==> src/rtl/baud_gen_frac.sv <==
// -----------------------------------------------------------------------------
// baud_gen_frac
//   Fractional baud generator. A runtime-loadable divisor (integer part plus a
//   FRAC_W-bit fraction) sets the oversample period in clk cycles. A fractional
//   accumulator stretches some periods by one clock so that the average period
//   equals div_int + div_frac/2^FRAC_W. Every OVERSAMPLE oversample ticks make
//   one bit tick. The bit phase can be restarted with resync.
//
//   Optional feature macro: BAUD_MID_TICK_EN
//     defined     : mid_tick pulses with the os_tick on which os_idx becomes
//                   OVERSAMPLE/2 (centre of the bit, for RX sampling)
//     not defined : mid_tick is tied low and has no logic behind it
//
// Ports
//   clk          in   system clock, rising edge
//   rst_n        in   synchronous active-low reset
//   en           in   1 = run, 0 = counters held cleared
//   resync       in   1-cycle pulse, restart the bit phase
//   div_load     in   1-cycle pulse, capture div_int_in / div_frac_in
//   div_int_in   in   [DIV_W-1:0]  integer divisor (clk per os_tick)
//   div_frac_in  in   [FRAC_W-1:0] fractional divisor (1/2^FRAC_W units)
//   div_pending  out  loaded divisor waiting for the next period boundary
//   os_tick      out  1-cycle pulse per oversample period
//   baud_tick    out  1-cycle pulse per bit, with the os_tick that wraps os_idx
//   os_idx       out  [$clog2(OVERSAMPLE)-1:0] os_tick index within the bit
//   mid_tick     out  1-cycle pulse at bit centre (see macro above)
// -----------------------------------------------------------------------------
module baud_gen_frac #(
  parameter int unsigned FRE        = 50_000_000,
  parameter int unsigned BAUD_RATE  = 9600,
  parameter int unsigned OVERSAMPLE = 16,
  parameter int unsigned DIV_W      = 16,
  parameter int unsigned FRAC_W     = 4
) (
  input  logic                          clk,
  input  logic                          rst_n,
  input  logic                          en,
  input  logic                          resync,
  input  logic                          div_load,
  input  logic [DIV_W-1:0]              div_int_in,
  input  logic [FRAC_W-1:0]             div_frac_in,
  output logic                          div_pending,
  output logic                          os_tick,
  output logic                          baud_tick,
  output logic [$clog2(OVERSAMPLE)-1:0] os_idx,
  output logic                          mid_tick
);

  localparam int unsigned IDX_W = $clog2(OVERSAMPLE);

  // Reset divisor: FRE/(BAUD_RATE*OVERSAMPLE) as a rounded fixed-point number
  // with FRAC_W fraction bits. Rounding the fraction up to 2^FRAC_W rolls the
  // carry into the integer part instead of wrapping the fraction to zero.
  localparam longint unsigned DEN     = longint'(BAUD_RATE) * longint'(OVERSAMPLE);
  localparam longint unsigned DEF_FIX = ((longint'(FRE) << FRAC_W) + (DEN / 2)) / DEN;
  localparam logic [DIV_W-1:0]  DEF_INT  = DIV_W'(DEF_FIX >> FRAC_W);
  localparam logic [FRAC_W-1:0] DEF_FRAC = FRAC_W'(DEF_FIX);

  localparam logic [IDX_W-1:0] LAST_IDX = IDX_W'(OVERSAMPLE - 1);

  // Clamp a requested divisor: the counter needs at least 2 clocks per period,
  // and at the minimum of 2 a fractional stretch is not allowed.
  function automatic logic [DIV_W+FRAC_W-1:0] clamp_div(
    input logic [DIV_W-1:0]  int_in,
    input logic [FRAC_W-1:0] frac_in
  );
    logic [DIV_W-1:0]  int_c;
    logic [FRAC_W-1:0] frac_c;
    if (int_in <= DIV_W'(2)) begin
      int_c  = DIV_W'(2);
      frac_c = {FRAC_W{1'b0}};
    end else begin
      int_c  = int_in;
      frac_c = frac_in;
    end
    return {int_c, frac_c};
  endfunction

  // State registers
  logic [DIV_W-1:0]  cnt_r;
  logic [FRAC_W-1:0] frac_acc_r;
  logic [IDX_W-1:0]  os_idx_r;
  logic [DIV_W-1:0]  act_int_r;
  logic [FRAC_W-1:0] act_frac_r;
  logic [DIV_W-1:0]  sh_int_r;
  logic [FRAC_W-1:0] sh_frac_r;
  logic              pending_r;
  logic              os_tick_r;
  logic              baud_tick_r;

  // Next-state signals
  logic [DIV_W-1:0]  cnt_s;
  logic [FRAC_W-1:0] frac_acc_s;
  logic [IDX_W-1:0]  os_idx_s;
  logic [DIV_W-1:0]  act_int_s;
  logic [FRAC_W-1:0] act_frac_s;
  logic [DIV_W-1:0]  sh_int_s;
  logic [FRAC_W-1:0] sh_frac_s;
  logic              pending_s;
  logic              os_tick_s;
  logic              baud_tick_s;

  // Helpers
  logic [DIV_W-1:0]  ld_int_s;
  logic [FRAC_W-1:0] ld_frac_s;
  logic [FRAC_W:0]   sum_s;
  logic              carry_s;
  logic              period_end_s;

  assign {ld_int_s, ld_frac_s} = clamp_div(div_int_in, div_frac_in);

  // The carry of this period's accumulation decides whether the period is
  // stretched by one clock; frac_acc only moves on at the period end.
  assign sum_s   = {1'b0, frac_acc_r} + {1'b0, act_frac_r};
  assign carry_s = sum_s[FRAC_W];

  // Last cycle of the period: cnt == div_int + carry - 1, compared one bit
  // wider so that div_int + carry cannot overflow.
  assign period_end_s = (({1'b0, cnt_r} + (DIV_W+1)'(1)) ==
                         ({1'b0, act_int_r} + (DIV_W+1)'(carry_s)));

  // Next-state logic, priority: !en > resync > pending apply > normal count
  always_comb begin
    cnt_s       = cnt_r;
    frac_acc_s  = frac_acc_r;
    os_idx_s    = os_idx_r;
    act_int_s   = act_int_r;
    act_frac_s  = act_frac_r;
    sh_int_s    = sh_int_r;
    sh_frac_s   = sh_frac_r;
    pending_s   = pending_r;
    os_tick_s   = 1'b0;
    baud_tick_s = 1'b0;

    if (!en || resync) begin
      // Phase restart: a new divisor can take effect right away because no
      // period is in progress to be truncated or extended.
      cnt_s      = {DIV_W{1'b0}};
      frac_acc_s = {FRAC_W{1'b0}};
      os_idx_s   = {IDX_W{1'b0}};
      pending_s  = 1'b0;
      if (div_load) begin
        act_int_s  = ld_int_s;
        act_frac_s = ld_frac_s;
      end else if (pending_r) begin
        act_int_s  = sh_int_r;
        act_frac_s = sh_frac_r;
      end else begin
        act_int_s  = act_int_r;
        act_frac_s = act_frac_r;
      end
    end else begin
      // A load while running waits in the shadow registers; a later load
      // before the boundary simply overwrites them.
      if (div_load) begin
        sh_int_s  = ld_int_s;
        sh_frac_s = ld_frac_s;
        pending_s = 1'b1;
      end else begin
        sh_int_s  = sh_int_r;
        sh_frac_s = sh_frac_r;
      end

      if (period_end_s) begin
        cnt_s       = {DIV_W{1'b0}};
        frac_acc_s  = sum_s[FRAC_W-1:0];
        os_idx_s    = os_idx_r + IDX_W'(1);
        os_tick_s   = 1'b1;
        baud_tick_s = (os_idx_r == LAST_IDX);
        if (pending_r) begin
          // The shadow value being applied is the one held before this
          // cycle; a load arriving in the same cycle stays pending.
          act_int_s  = sh_int_r;
          act_frac_s = sh_frac_r;
          pending_s  = div_load;
        end else begin
          act_int_s  = act_int_r;
          act_frac_s = act_frac_r;
        end
      end else begin
        cnt_s = cnt_r + DIV_W'(1);
      end
    end
  end

  // State and registered-output update with synchronous reset
  always_ff @(posedge clk) begin
    if (!rst_n) begin
      cnt_r       <= {DIV_W{1'b0}};
      frac_acc_r  <= {FRAC_W{1'b0}};
      os_idx_r    <= {IDX_W{1'b0}};
      act_int_r   <= DEF_INT;
      act_frac_r  <= DEF_FRAC;
      sh_int_r    <= DEF_INT;
      sh_frac_r   <= DEF_FRAC;
      pending_r   <= 1'b0;
      os_tick_r   <= 1'b0;
      baud_tick_r <= 1'b0;
    end else begin
      cnt_r       <= cnt_s;
      frac_acc_r  <= frac_acc_s;
      os_idx_r    <= os_idx_s;
      act_int_r   <= act_int_s;
      act_frac_r  <= act_frac_s;
      sh_int_r    <= sh_int_s;
      sh_frac_r   <= sh_frac_s;
      pending_r   <= pending_s;
      os_tick_r   <= os_tick_s;
      baud_tick_r <= baud_tick_s;
    end
  end

  assign div_pending = pending_r;
  assign os_tick     = os_tick_r;
  assign baud_tick   = baud_tick_r;
  assign os_idx      = os_idx_r;

`ifdef BAUD_MID_TICK_EN
  localparam logic [IDX_W-1:0] MID_PREV = IDX_W'(OVERSAMPLE / 2 - 1);

  logic mid_tick_r;

  // Bit-centre pulse: fires with the os_tick that moves os_idx to OVERSAMPLE/2
  always_ff @(posedge clk) begin
    if (!rst_n) begin
      mid_tick_r <= 1'b0;
    end else if (en && !resync && period_end_s) begin
      mid_tick_r <= (os_idx_r == MID_PREV);
    end else begin
      mid_tick_r <= 1'b0;
    end
  end

  assign mid_tick = mid_tick_r;
`else
  assign mid_tick = 1'b0;
`endif

endmodule
==> config.mk <==
export PLATFORM = sky130hd
export DESIGN_NAME = baud_gen_frac
export DESIGN_NICKNAME = d
export VERILOG_FILES = /design/src/rtl/baud_gen_frac.sv
export SDC_FILE = /design/constraint.sdc
export NUM_CORES = 1
export LEC_CHECK = 0
export CAP_MARGIN = 20
export CORE_MARGIN = 4
export CORE_UTILIZATION = 60
export CTS_BUF_LIST = sky130_fd_sc_hd__clkbuf_2 sky130_fd_sc_hd__clkbuf_4 sky130_fd_sc_hd__clkbuf_8
export CTS_CLUSTER_DIAMETER = 40
export DETAILED_ROUTE_END_ITERATION = 8
export PLACE_DENSITY = 0.82
export SYNTH_ARGS = -nofsm -noshare
export SYNTH_HDL_FRONTEND = slang
export SYNTH_SLANG_ARGS = --single-unit
==> constraint.sdc <==
create_clock -name clk -period 9.3 [get_ports clk]
set_input_delay 2.325 -clock clk [delete_from_list [all_inputs] [get_ports clk]]
set_output_delay 2.325 -clock clk [all_outputs]
set_load 0.02 [all_outputs]
-- Word level (Yosys, flattened, before mapping)
Cells that the tools add are included.
- output and inout port bits: 8
- word-level logic and storage cells: 42
- flip-flop bits (word level): 67
- input port bits: 25
- add/subtract/negate cells: 5
- magnitude comparators: 1
- equality and inequality tests: 2
- muxes and demuxes: 14
- reduce and logical (&&, ||, !) cells: 7
- bitwise operators: 3
- operators with widths (operator ; count):
    $mux 16 ; 5
    $mux 4 ; 5
    $add 16x1->17 ; 1
    $add 16x1->17 const B ; 1
    $eq 17x17->1 ; 1
    $add 16x1->16 const B ; 1
    $le 16x2->1 const B ; 1
    $reduce_or 3->1 ; 2
    $add 4x4->5 ; 1
    $add 4x1->4 const B ; 1
    $eq 4x4->1 const B ; 1
    $mux 1 ; 4
    $not 1->1 ; 3
    $reduce_and 2->1 ; 1
    $reduce_bool 2->1 ; 1
    $reduce_or 2->1 ; 1
    $logic_not 1->1 ; 1
    $logic_or 1x1->1 ; 1

-- Depth between registers and ports, before layout
- depth in word-level cells: 5
- depth in mapped cells: 18
- depth with buffers taken out: 16

-- Worst setup path after synthesis
OpenSTA, ideal clock, no wires.
- kind: flip-flop to flip-flop
- from: register act_frac_r[0]
- to: register act_frac_r[3]
- setup slack: 5643 ps
- stages on the path, launching flop included: 19
- clock period less this slack: 3657 ps
- required time: 9179 ps
- setup time: 121 ps
- path buffers: 2
- arrival time: 3535 ps
- path through: dfxtp_1 > ha_1 > inv_1 > fa_1 > nor2b_1 > o21ai_0 > nand2b_1 > ha_1 > ha_1 > nand3_1 > nor4_1 > xnor2_1 > xnor2_1 > nand3_1 > or4_1 > buf_2 > nand2_2 > buf_6 > mux2_4
- longest elaborated chain between the ends: 4
- RTL lines (element ; line ; RTL):
    from (decl) ; 84 ; logic [FRAC_W-1:0] act_frac_r;
    from (signal assigned) ; 204 ; act_frac_r <= act_frac_s;
    $add 4x4->5 ; 114 ; assign sum_s = {1'b0, frac_acc_r} + {1'b0, act_frac_r};
    $add 16x1->17 ; 120 ; ({1'b0, act_int_r} + (DIV_W+1)'(carry_s)));
    $eq 17x17->1 ; 119 ; assign period_end_s = (({1'b0, cnt_r} + (DIV_W+1)'(1)) ==
    $reduce_bool 2->1 (no source line) ; n/a ;
Every way passes these cells.
A chain may end at the register's enable or synchronous reset.

-- Worst setup path after layout
Ends and elaborated chain as after synthesis.

==> results.yml <==
status:
  status: "finished clean"
worst_setup_path:
  rrSetupSlack_ns: 4.93
  reg2reg_to: "act_frac_r[3]"
  worstSetupStartpointType: "flop"
  critical_path_class: "flop to flop"
  cp-end-kind: "flop"
  cp.required_ns: 9.54
  worstPathArrival_ns: 4.61
  regToRegStartpoint: "act_frac_r[0]"
  worstSetupStartpoint: "act_frac_r[0]"
  worstRegToRegCells: 15
  cp_max_fo: 20
detailed_routing:
  drt_iter0_drc: 135
  remaining_drc_errors: 0
  vias: 3275
  wirelength_mm: 8.22
  detail-route-antenna-nets: 0
  dr_wl_met3_microns: 391
  highest_layer: "met4"
  dr.pass1.iters: 6
  wl_met1_mm: 3.78
  wl_met2_mm: 3.90
  wl_per_cell_microns: 14.8
  via_per_inst: 5.88
clocking:
  clk_latency_ns: 0.35
  hold_buffers: 0
  tritoncts: "yes"
  cts_sinks: 67
  cts.clk_slew.worst_paths_ns: 0.07
  ctsResizeCount: 0
  postCtsSetupRepairBufs: 0
  cts_max_level: 3
  cts_buffer_depth: 2
  cts-root-buf: "clkbuf_8"
  numCtsBuffers: 9
die:
  die_area_sq_um: 7650
  die_x_microns: 87.5
  std_cell_rows: 28
  core_area_sq_um: 6030
  die_y_microns: 87.5
  initial_core_util: 0.629
  ios: 33
synthesis:
  ys_seq_area_frac: 0.354
  yosys_warnings: 0
  syn_inst: 461
  synth_edf_count: 0
  async_flop_share: 0
  muxShareOfSynthArea: 0.0218
  synth-xor-area-share: 0.101
  yosys.area_share.adder: 0.0350
  synthDistinctLibCells: 56
  synth_top_family_by_area: "simple AND/OR/NAND/NOR gates"
  syn_nets: 496
  synth_compound_area_frac: 0.161
  ys.flop_type: "dfxtp_1"
  syn_area_sq_um: 3790
  synth-seq-cells: 67
  syn_avg_cell_area_sq_um: 8.22
  synth-simple-area-share: 0.283
timing:
  slew_headroom: 0.259
  tns_ns: 0
  min_period_ns: 4.37
  tightest_slew_ns: 1.11
  setup_viol: 0
  period_share: 0.470
  finClkSkew_ns: 0.00918
  fmax_mhz: 229
  rsz0062_at_grt: "false"
  finalMaxSlewViolations: 0
  hold_violations: 0
placement:
  dp.cells: 542
  gp_congestion: 0.864
  hpwl_mm: 5.88
  numPortBuffers: 31
pwr:
  intPower_w: 0.000450
  powerDensity_nw_per_um2: 144
  p_leak_nw: 1.54
  clkPwrFrac: 0.367
  peakVddDrop_uv: 136
  switchingPower_w: 0.000166
  seqPwrFrac: 0.509
  finalPower_w: 0.000615
  pwr-share-comb: 0.123
  swShare: 0.269
worst_hold_path:
  min_to: "frac_acc_r[2]"
  holdPathStages: 2
  hp-class: "flop to flop"
  min_from: "frac_acc_r[2]"
finish:
  insertedDiodeCount: 0
  final_common_cell: "nand2_1"
  final_cell_mix: "75 x nand2_1, 67 x dfxtp_1, 33 x xnor2_1"
  area_growth_pct: 12.6
  drive_gt1_frac: 0.0726
  stdcell_count: 557
  nets: 513
global_routing:
  track_usage: 0.232
  grt_pass1_vias: 3054
  grt_antenna_before_repair: 0
  grt_max_degree: 52
  grt-ovfl-total: 0
  grt_pass1_wl_mm: 14.0
flow_run:
  drv_cap: 0
## kinds of logic (layout without fill, tap and decap cells)
family,Yosys count,after routing
AOI/OAI and AO/OA,93,93
muxes,7,7
buffers and inverters,38,59
and+or+nand+nor,203,203
xor gates and xnor gates,42,42
adders and majority gates,10,10
other,1,1
DFF,67,67
## how the worst max path moves through the flow
stage	to	slack, ns	cells after the start
after detailed placement	sh_frac_r[2]	4.78	6
after CTS	act_int_r[0]	4.94	16
final	act_frac_r[3]	4.93	15
after global routing	act_int_r[0]	4.60	16
after floorplan	act_frac_r[3]	5.64	18
after global placement	act_int_r[5]	4.89	5
## power groups by stage
| stage | registers, W | clock network (W) | logic (W) |
|---|---|---|---|
| after floorplan | 0.000313 | 0 | 0.0000582 |
| after global placement | 0.000319 | 0 | 0.0000728 |
| after detailed placement | 0.000320 | 0 | 0.0000750 |
| after CTS | 0.000313 | 0.000228 | 0.0000759 |
| after global routing | 0.000315 | 0.000244 | 0.0000851 |
| final | 0.000314 | 0.000226 | 0.0000760 |
## cells in the mapped netlist (3+ instances only)
cell type	n	area, sq um
a21oi_1	13	65.1
dfxtp_1	67	1340
nand2_1	75	282
nor2b_1	4	25.0
a22o_1	3	26.3
o211ai_1	13	97.6
nand2b_1	8	50.1
nand3b_1	13	97.6
nor3_1	10	50.1
a21boi_0	11	82.6
nand4_1	9	56.3
mux2i_1	3	30.0
clkbuf_1	18	67.6
buf_2	5	25.0
and2_1	5	31.3
o21ai_0	28	140
ha_1	9	113
nor4_1	11	68.8
inv_1	11	41.3
and3_1	3	18.8
xor2_1	8	70.1
a22oi_1	11	82.6
nand3_1	18	90.1
a211oi_1	4	30.0
xnor2_1	33	289
nor2_1	28	105
## metrics by stage
step                cell area [sq um]  hold WS [ns]   util  worst slack (ns)
floorplan                        3790         0.436      -              5.64
global placement                 4090         0.443  0.678              4.89
detailed placement               4090         0.449  0.678              4.78
CTS                              4270         0.459  0.708              4.94
global route                     4270         0.476  0.708              4.60
finish                           4270         0.459  0.708              4.93
## sequential cells by signal (all words and copies together) (netlist names)
register	flops
os_tick	1
div_pending	1
act_int_r	16
frac_acc_r	4
act_frac_r	4
baud_tick	1
sh_int_r	16
sh_frac_r	4
os_idx	4
cnt_r	16
## per-layer routing
layer	global-route usage	up-vias
met3	0.0577	12
met4	0.0934	0
li1	-	1657
met2	0.368	96
met1	0.302	1510
met5	0	-
## final cells by class
| cell class | instances | area [sq um] |
|---|---|---|
| flip-flops and latches | 67 | 1340 |
| well taps | 75 | 93.8 |
| fillers | 497 | 1760 |
| inverters | 11 | 41.3 |
| repair buffers | 33 | 325 |
| clock inverters | 3 | 23.8 |
| clock buffers | 12 | 159 |
| multi-input cells | 356 | 2280 |
## critical path: stages, from the launching register on
cell and delay, ns:
dfxtp_1 0.35, ha_1 0.18, inv_1 0.05, fa_1 0.40, nor2b_1 0.15, o21ai_0 0.10, nand2b_1 0.11, ha_1 0.18
ha_1 0.24, xor2_1 0.18, xnor2_1 0.10, nor4_1 0.52, nand4_1 0.21, or4_1 0.74, nand2_2 0.41, mux2_4 0.33
(Power assumes the default switching activity.)
==> variant 1, RTL diff (config.mk and constraints unchanged) <==
The output `os_tick` loses its register stage (`os_tick_r` becomes a continuous assignment).
--- a/src/rtl/baud_gen_frac.sv
+++ b/src/rtl/baud_gen_frac.sv
@@ -194,7 +194,6 @@
       sh_int_r    <= DEF_INT;
       sh_frac_r   <= DEF_FRAC;
       pending_r   <= 1'b0;
-      os_tick_r   <= 1'b0;
       baud_tick_r <= 1'b0;
     end else begin
       cnt_r       <= cnt_s;
@@ -205,10 +204,11 @@
       sh_int_r    <= sh_int_s;
       sh_frac_r   <= sh_frac_s;
       pending_r   <= pending_s;
-      os_tick_r   <= os_tick_s;
       baud_tick_r <= baud_tick_s;
     end
   end
+
+  assign os_tick_r = os_tick_s;
 
   assign div_pending = pending_r;
   assign os_tick     = os_tick_r;
Formal check against the unedited RTL: not equivalent (Yosys sat finds a counterexample within 4 cycles, from zero or initial values and one cycle with rst_n low).
==> variant 1 against the unedited design <==
Design area shrank 0.32%; setup slack worse by 2.7 ns; synthesized cell count increased by 0.87%; area after synthesis decreased by 0.96%; clock skew rose by 0.0015 ns; worst hold slack improved by 0.0020 ns; fmax fell by 38%; sequential share of layout area decreased by 0.37 points; total power is 2.2% higher; critical path depth is 1 higher; sequential cell count decreased by 1; die area shrank 0.88%; wire length rose by 6.4%.
==> variant 1: results <==
run_status:
  status: "finished clean"
cells_and_area:
  final_cells: 558
  top_regs: "act_int_r (16), cnt_r (16), sh_int_r (16)"
  multi_input_area_um2: 2260
  nets: 514
  drive_gt1_share_pct: 5.18
  fillers: 508
  n_antenna_cell: 0
yosys:
  synth_cell_types: 46
  synthArstFlopShare_pct: 0
  synth-main-ff-cell: "dfxtp_1"
  synthTopCellsByArea: "dfxtp_1, nand2_1, xnor2_1"
  ys_warn_count: 0
  synth_area_per_cell_um2: 8.07
  syn_nets: 500
  ys_seq_area_share_pct: 35.2
  synth_commonest_cells: "nand2_1, dfxtp_1, nor2_1, xnor2_1, o211ai_1"
worst_setup_path:
  crit_fanout: 9
  worstSetupEndpoint: "os_tick"
  reg2regPathDepth: 16
  crit_arrival_ns: 4.73
  startpoint: "act_frac_r[0]$_SDFFE_PN0P_"
  ff2ff_setup_slack_ns: 4.68
  critPathMaxStageDelay_ns: 0.65
  rr_endpoint: "act_int_r[10]$_SDFFE_PN0P_"
routing:
  vias: 3361
  first_iter_violations: 189
  drt_first_pass_iters: 5
  wl_per_cell_um: 15.7
  drc: 0
global_routing:
  grtUsageTotal_pct: 24.7
  antenna_found_initial: 0
  grt_max_degree: 58
  grt_pass1_wl_um: 14900
  grt_pass1_vias: 3207
clock_tree:
  cts-buffers-inserted: 9
  worstSkewPairLatency_ns: 0.35
  clk_pin_slew_ns: 0.08
  ctsResizeCount: 0
  post_cts_buffers: 0
  clk_path_buf_depth: 2
  cts-htree-levels: 3
  clockRootBuffer: "clkbuf_8"
placed_design:
  dp.cells: 543
  dpl.hpwl_um: 6130
  placed_area_um2: 4060
  place_worst_setup_slack_ns: 2.65
  place_congestion: 0.806
  numPortBuffers: 31
hold_path:
  hold_class: "flip-flop to flip-flop"
  worstHoldStart: "frac_acc_r[2]$_SDFFE_PP0N_"
  holdPathStages: 2
  whs_endpoint: "frac_acc_r[2]$_SDFFE_PP0N_"
sta:
  whs_ns: 0.461
  skew_ns: 0.0106
  period_share_pct: 75.8
  slew_headroom_pct: 45.0
power:
  p_leak_uw: 0.00142
  peakVddDrop_v: 0.000105
==> variant 1: cell type report <==
type | count | area share, %
timing repair buffer | 35 | 8.00
sequential | 66 | 31.1
inverter | 13 | 1.15
clock buffer | 10 | 3.24
tap | 75 | 2.21
clock inverter | 5 | 1.29
multi-input combinational | 354 | 53.1
==> variant 1: where the power goes <==
part / internal [uW] / leakage (uW) / total [uW] / switching [uW]
logic: 38.1 / 0.000791 / 78.2 / 40.2
registers: 294 / 0.000538 / 309 / 15.0
clock network: 129 / 0.0000941 / 242 / 113
total: 461 / 0.00142 / 629 / 168
==> variant 1: per-layer routing <==
layer	vias up	share of wire [%]	wire (um)	GRT usage, %
met2	130	47	4070	39.3
met1	1550	45	3900	32.9
met4	0	2.1	182	11.6
met5	-	0	0	0
li1	1663	-	-	-
met3	18	6.8	596	3.50
==> variant 1: worst max-delay path: cells and delay by family, from the launching register on <==
| kind | cells | cell delay (ns) |
|---|---|---|
| simple gates | 7 | 1.86 |
| fa+ha+maj | 4 | 0.98 |
| xor+xnor | 2 | 0.39 |
| buf+inv | 2 | 0.70 |
| compound gates | 1 | 0.08 |
| flops | 1 | 0.36 |
==> variant 1: kinds of logic (layout without fill, tap and decap cells) <==
| logic type | Yosys count | after routing | synth area share [%] |
|---|---|---|---|
| multiplexers | 17 | 17 | 4.60 |
| AND/OR/NAND/NOR | 186 | 186 | 23.4 |
| buffers and inverters | 45 | 63 | 4.80 |
| flip-flops | 66 | 66 | 35.2 |
| adder cells (fa/ha/maj) | 10 | 10 | 3.53 |
| other | 1 | 1 | 0.0999 |
| AO/OA/AOI/OAI | 98 | 98 | 17.4 |
| XOR/XNOR | 42 | 42 | 10.9 |
==> variant 2, RTL diff (same settings) <==
Made on the original files. The option `BAUD_MID_TICK_EN` is turned on by a define.
--- a/src/rtl/baud_gen_frac.sv
+++ b/src/rtl/baud_gen_frac.sv
@@ -25,6 +25,8 @@
 //   os_idx       out  [$clog2(OVERSAMPLE)-1:0] os_tick index within the bit
 //   mid_tick     out  1-cycle pulse at bit centre (see macro above)
 // -----------------------------------------------------------------------------
+`define BAUD_MID_TICK_EN
+
 module baud_gen_frac #(
   parameter int unsigned FRE        = 50_000_000,
   parameter int unsigned BAUD_RATE  = 9600,
Function: same outputs for any inputs over 10 cycles, from zero or initial values and one cycle with rst_n low; that may be too few to reach the edited logic, so the function may still have changed.
==> variant 2 against the unedited design <==
Total power up 1.7%; design area decreased by 1.9%; setup slack lost 0.52 ns; wire length is 3.9% lower; sequential cell count increased by 1; area after synthesis decreased by 3.4%; non-clock buffer count increased by 2.
==> variant 2: results <==
routing:
  wl_per_cell_um: 14.5
  first_iter_violations: 207
  drt_first_pass_iters: 4
  vias: 3178
power:
  p_leak_uw: 0.00142
  peakVddDrop_v: 0.000102
clock_tree:
  post_cts_buffers: 0
worst_setup_path:
  critPathMaxStageDelay_ns: 0.61
  crit_arrival_ns: 5.08
  cp_slowest_cell: "or4_4"
  crit_fanout: 21
global_routing:
  grt_pass1_wl_um: 13500
  grt_max_degree: 53
  grt_pass1_vias: 2980
yosys:
  syn_nets: 480
  ys_seq_area_share_pct: 37.2
  synth_commonest_cells: "nand2_1, dfxtp_1, xnor2_1"
  synthTopCellsByArea: "dfxtp_1, xnor2_1, nand2_1"
  synth_cell_types: 47
cells_and_area:
  fillers: 502
  drive_gt1_share_pct: 5.97
  nets: 500
placed_design:
  numPortBuffers: 32
  dpl.hpwl_um: 5650
  place_congestion: 0.774
run_status:
  status: "finished clean"
sta:
  slew_headroom_pct: 33.5
  skew_ns: 0.0136
-- variant 2: cell families (layout without fill, tap and decap cells) --
logic type               Yosys count  after routing  synth area share, %
AO/OA/AOI/OAI                     92             92                 16.4
XOR/XNOR                          42             42                 10.4
adder cells (fa/ha/maj)           10             10                 3.63
buffers and inverters             39             63                 4.58
flip-flops                        68             68                 37.2
multiplexers                       6              6                 1.71
AND/OR/NAND/NOR                  188            188                 26.0
-- variant 2: area by class of cell --
| cell class | instances | area share [%] |
|---|---|---|
| well taps | 75 | 2.24 |
| flip-flops and latches | 68 | 32.5 |
| repair buffers | 35 | 8.67 |
| clock inverters | 6 | 1.58 |
| inverters | 13 | 1.17 |
| clock buffers | 9 | 2.96 |
| multi-input cells | 338 | 50.9 |
-- variant 2: path summary, 6_finish.rpt --
path	from	endpoint	slack (ns)	cells past startpoint
min reg2reg	sh_int_r[3]$_SDFFE_PN0P_	sh_int_r[3]$_SDFFE_PN0P_	0.46	2
min	sh_int_r[3]$_SDFFE_PN0P_	sh_int_r[3]$_SDFFE_PN0P_	0.46	2
max reg2reg	act_frac_r[0]$_SDFFE_PN0P_	act_int_r[11]$_SDFFE_PN0P_	4.42	16
max	act_frac_r[0]$_SDFFE_PN0P_	act_int_r[11]$_SDFFE_PN0P_	4.42	16
-- variant 2: tightest hold or removal path, delay by kind of cell, from the launching register on --
kind	cells	cell delay, ns
simple gates	1	0.04
flops	1	0.31
compound gates	1	0.06
-- variant 2: through the flow --
step                util, %  setup slack [ns]  area (um2)  std cells
global route           70.7              4.14        4190        544
global placement       67.0              4.29        3970        528
floorplan                 -              4.97        3660        445
finish                 70.7              4.42        4190        544
CTS                    70.2              4.44        4160        543
detailed placement     67.0              4.19        3970        528
-- variant 2: report_power, final --
group | leakage [uW] | switching, uW | internal [uW] | total [uW]
clock | 0.0000873 | 114 | 122 | 236
combinational | 0.000777 | 37.4 | 35.5 | 72.9
sequential | 0.000554 | 14.2 | 303 | 317
-- variant 2: routing by layer --
metal | up-vias | track usage (%) | wire (um)
met1 | 1482 | 29.1 | 3630
met2 | 75 | 36.8 | 3800
li1 | 1611 | - | -
met4 | 0 | 8.35 | 95
met5 | - | 0 | 0
met3 | 10 | 6.05 | 366
